## src/rtl/maxpool2x2.sv

```systemverilog
// Streaming 2x2 stride-2 max pooling over a raster pixel stream.
// One half-row line buffer; floor behaviour for odd map sizes.
module maxpool2x2 #(
    parameter int N          = 16,
    parameter int CHANNEL    = 3,
    parameter int INPUT_SIZE = 6
) (
    input  logic                 clk,
    input  logic                 rst_n,
    input  logic                 input_vld,
    input  logic [CHANNEL*N-1:0] input_din,
    output logic [CHANNEL*N-1:0] pool_dout,
    output logic                 pool_dout_vld,
    output logic                 pool_dout_end
);

    localparam int OUTPUT_SIZE = INPUT_SIZE / 2;
    localparam int CW = (INPUT_SIZE > 1) ? $clog2(INPUT_SIZE) : 1;
    localparam int LW = (OUTPUT_SIZE > 1) ? $clog2(OUTPUT_SIZE) : 1;
    localparam int PW = CHANNEL * N;
    localparam logic [CW-1:0] COL_LAST  = CW'(INPUT_SIZE - 1);
    localparam logic [CW-1:0] POOL_LAST = CW'(2 * OUTPUT_SIZE - 1);

    function automatic logic [PW-1:0] pix_max(
        input logic [PW-1:0] a,
        input logic [PW-1:0] b
    );
        logic [PW-1:0] m;
        m = '0;
        for (int c = 0; c < CHANNEL; c++) begin
            if ($signed(a[c*N +: N]) > $signed(b[c*N +: N]))
                m[c*N +: N] = a[c*N +: N];
            else
                m[c*N +: N] = b[c*N +: N];
        end
        return m;
    endfunction

    logic [CW-1:0] col;
    logic [CW-1:0] row;
    logic [PW-1:0] hold;
    logic [PW-1:0] linebuf [OUTPUT_SIZE];
    logic [PW-1:0] hmax;
    logic [PW-1:0] pool_max;
    logic [LW-1:0] lb_idx;
    logic          last_col;
    logic          last_row;

    always_comb begin
        last_col = (col == COL_LAST);
        last_row = (row == COL_LAST);
        lb_idx   = LW'(col >> 1);
        hmax     = pix_max(hold, input_din);
        pool_max = pix_max(linebuf[lb_idx], hmax);
    end

    // Raster position; wraps on the true last pixel even in floor mode.
    always_ff @(posedge clk) begin
        if (rst_n) begin
            col <= '0;
            row <= '0;
        end else if (input_vld) begin
            if (last_col) begin
                col <= '0;
                row <= last_row ? '0 : row + 1'b1;
            end else begin
                col <= col + 1'b1;
            end
        end
    end

    always_ff @(posedge clk) begin
        if (rst_n)
            hold <= '0;
        else if (input_vld && !col[0])
            hold <= input_din;
    end

    // Every entry is written on an even row before the odd row reads it.
    always_ff @(posedge clk) begin
        if (input_vld && col[0] && !row[0])
            linebuf[lb_idx] <= hmax;
    end

    always_ff @(posedge clk) begin
        if (rst_n) begin
            pool_dout     <= '0;
            pool_dout_vld <= 1'b0;
            pool_dout_end <= 1'b0;
        end else begin
            pool_dout_vld <= 1'b0;
            pool_dout_end <= 1'b0;
            if (input_vld && col[0] && row[0]) begin
                pool_dout     <= pool_max;
                pool_dout_vld <= 1'b1;
                pool_dout_end <= (row == POOL_LAST) && (col == POOL_LAST);
            end
        end
    end

endmodule

```

## config.mk

```make
export PLATFORM = sky130hd
export DESIGN_NAME = maxpool2x2
export DESIGN_NICKNAME = d
export VERILOG_FILES = /design/src/rtl/maxpool2x2.sv
export SDC_FILE = /design/constraint.sdc
export NUM_CORES = 1
export LEC_CHECK = 0
export ABC_AREA = 1
export CAP_MARGIN = 25
export CORE_ASPECT_RATIO = 1.2
export CORE_MARGIN = 2
export CORE_UTILIZATION = 55
export CTS_BUF_LIST = sky130_fd_sc_hd__clkbuf_2
export CTS_CLUSTER_DIAMETER = 80
export DETAILED_ROUTE_END_ITERATION = 10
export MAX_ROUTING_LAYER = met4
export PLACE_DENSITY = 0.82
export RECOVER_POWER = 100
export SYNTH_ARGS = -nofsm -noshare
export SYNTH_HDL_FRONTEND = slang
export SYNTH_SLANG_ARGS = --single-unit
```

## constraint.sdc

```tcl
create_clock -name clk -period 5.1 [get_ports clk]
set_input_delay 0.765 -clock clk [delete_from_list [all_inputs] [get_ports clk]]
set_output_delay 0.765 -clock clk [all_outputs]
set_load 0.1 [all_outputs]
```

==> out/results.tsv <==
metric	value	unit
syn_to_final_growth	12.2	%
cp_slowest_cell	dlygate4sd3_1	
rsz0062_at_grt	no	
port_buffers	100	
n_fill_cell	2083	
clock_path_buffers	3	
synthFlopType	edfxtp_1	
cp_top_family	simple AND/OR/NAND/NOR gates	
grt_pass1_vias	11500	
clk_pin_slew	90	ps
yosysSeqAreaShare	46.7	%
grt_max_degree	61	
firstDrtPassIters	6	
place_area	0.0151	sq mm
fin_skew	39.0	ps
maxCapViolations	7	
slew_violations	187	
viasPerCell	5.48	
rows	63	
synthArstFlopShare	0	%
crit_arrival	5210	ps
cts_buffers	59	
postSynthAreaPerCell	8.52	sq um
post_drt_wl_per_cell	15.3	um
rrSetupSlack	800	ps
detail-route-antenna-nets	0	
p_switching	0.00160	W
synth_edf_count	144	
cp.depth	25	
critPathCaptureType	flop	
hold_violations	0	
hold_path_depth	2	
synth_nets	1769	
setup_tns	0	ps
insertion_delay	850	ps
cts_resized	0	
final_area	0.0155	sq mm
ios	101	
status	finished, violations left	
cp_max_fo	16	
cts.sinks	250	
cellLeakagePower	7.35	nW
worstMarginPinSlew	2640	ps
place.gp.congestion	0.870	
crit_end	pool_dout[0]	
grt_antenna_before_repair	1	
routed_wl	32300	um
dp_hpwl	22000	um
fin_nets	1883	
grt_overflow	0	
ys_types	41	
critPathLaunchType	input port	
fin_crit_sh	87.4	%
r2r-start	col[0]	
r2r-end	linebuf[1][16]	
vdd_ir_drop_max	0.146	mV
root_buffer	clkbuf_2	
power_frac_comb	25.1	%
max_freq	224	MHz
p_clk_share	26.8	%
synth.cell_area	0.0138	sq mm
powerDensity	305	mW/mm^2
setup_viol	0	
crit_start	input_din[15]	
fin_crit	4460	ps
yosysWarnings	0	
drt_iter0_drc	955	
cts_setup_buffers	0	
grt_use_total	25.7	%
hold_class	flop to flop	
critPathKind	input port to flop	
die_x	149	um
slew-limit-headroom	-76.8	%
dieArea	0.0264	sq mm
seqPwrFrac	48.1	%
drive_above_1_share	11.9	%
drc	0	
die_h	178	um
worstPathRequired	5850	ps
violations	max-capacitance violations, max-slew violations	
htreeDepth	2	
crit_buf_inv	4	
p_int	0.00312	W
cts_hold_buf	0	
vias	11600	
reg2regPathDepth	5	
coreArea	0.0247	sq mm
cpPeakStageDelay	570	ps
cts_tree	done	
ys_ff_latch	250	
p_sw_share	33.9	%
start_util	56.0	%
synthCells	1622	
grt_first_pass_wirelength	53600	um
cpMostUsedCell	nand2_1	
-- layer usage --
metal  global-route usage (%)  share of wire [%]
met3                     5.42                6.6
met4                     11.4                2.8
met1                     29.6                 40
met2                     43.3                 50
met5                        -                  0
-- cells in the mapped netlist, drive strengths merged (2+ instances only) --
cell,n,area (sq um)
o211ai,45,338
nand3,93,588
a21oi,136,722
dfxtp,106,2120
nor2,33,150
clkbuf,42,158
clkinv,5,18.8
edfxtp,144,4320
ha,96,1200
or2,45,282
a21o,4,30.0
o21ai,103,516
nand2,367,1480
nand4,86,559
buf,31,201
inv,276,1040
nor3,4,30.0
nor4,2,27.5
-- sequential cells by signal, indices dropped and copies added (netlist names), named ones only --
| name | count |
|---|---|
| col | 3 |
| hold | 48 |
| linebuf | 144 |
| pool_dout | 48 |
| pool_dout_end | 1 |
| pool_dout_vld | 1 |
| row | 3 |
-- cells in the final DEF (no fill, tap or decap), drive strengths merged, types with 2 or more instances in the layout --
cell type and instances:
edfxtp 144, a21o 4, ha 96, o211ai 45, nor2 33, a21oi 136
buf 22, o21ai 103, nor4 2, dlygate4sd3 54, or2 45, clkinv 24
dfxtp 106, nand3 93, nand4 86, nand2 367, inv 275, clkbuf 96
nor3 4, clkdlybuf4s50 45
-- worst min path at each step --
stage / from / to / slack, ps
global route: input_din[45] / hold[45] / 480
floorplan: row[2] / pool_dout_end / 440
detailed placement: pool_dout[10] / pool_dout[10] / 450
finish: pool_dout[7] / pool_dout[7] / 470
global placement: pool_dout[1] / pool_dout[1] / 450
CTS: input_din[45] / hold[45] / 450
-- through the flow --
step / power, W / util, % / setup WS (ps) / hold WS, ps / std cells
floorplan: 0.00323 / - / 1340 / 440 / 1622
global placement: 0.00346 / 61.2 / 285 / 451 / 1999
detailed placement: 0.00352 / 61.2 / 116 / 455 / 1999
CTS: 0.00478 / 63.3 / 1030 / 451 / 2108
global route: 0.00502 / 62.8 / 317 / 479 / 2110
finish: 0.00473 / 62.8 / 640 / 466 / 2110
-- logic make-up (layout without fill, tap and decap cells) --
| family | count (synthesis) | after routing | synth area share [%] |
|---|---|---|---|
| buffers and inverters | 354 | 516 | 10.2 |
| flip-flops | 250 | 250 | 46.7 |
| other | 0 | 1 | 0 |
| AO/OA/AOI/OAI | 292 | 292 | 11.8 |
| adder cells (fa/ha/maj) | 96 | 96 | 8.69 |
| AND/OR/NAND/NOR | 630 | 630 | 22.6 |
-- worst reg2reg max path, cell delays in order (launching register included) --
cell and delay (ps):
dfxtp_1 380, nand2_1 150, inv_1 130, nand3_1 100, nor2_1 1940, clkbuf_1 1190
-- layout make-up --
class                   count  area, sq um  area share [%]
well taps                 325          407            2.62
inverters                 281         1050            6.81
repair buffers            126         1200            7.73
flip-flops and latches    250         6450            41.6
diodes                      1         2.50          0.0161
multi-input cells        1018         5860            37.8
clock inverters            18         73.8           0.476
clock buffers              91          455            2.94
-- power by group through the flow --
stage | Clock, W | Combinational, W | Sequential, W
after floorplan | 0 | 0.000926 | 0.00231
after global placement | 0 | 0.00114 | 0.00232
after detailed placement | 0 | 0.00120 | 0.00232
after CTS | 0.00130 | 0.00121 | 0.00227
after global routing | 0.00138 | 0.00135 | 0.00228
final | 0.00127 | 0.00119 | 0.00227
Power figures use the tool's default switching activity.
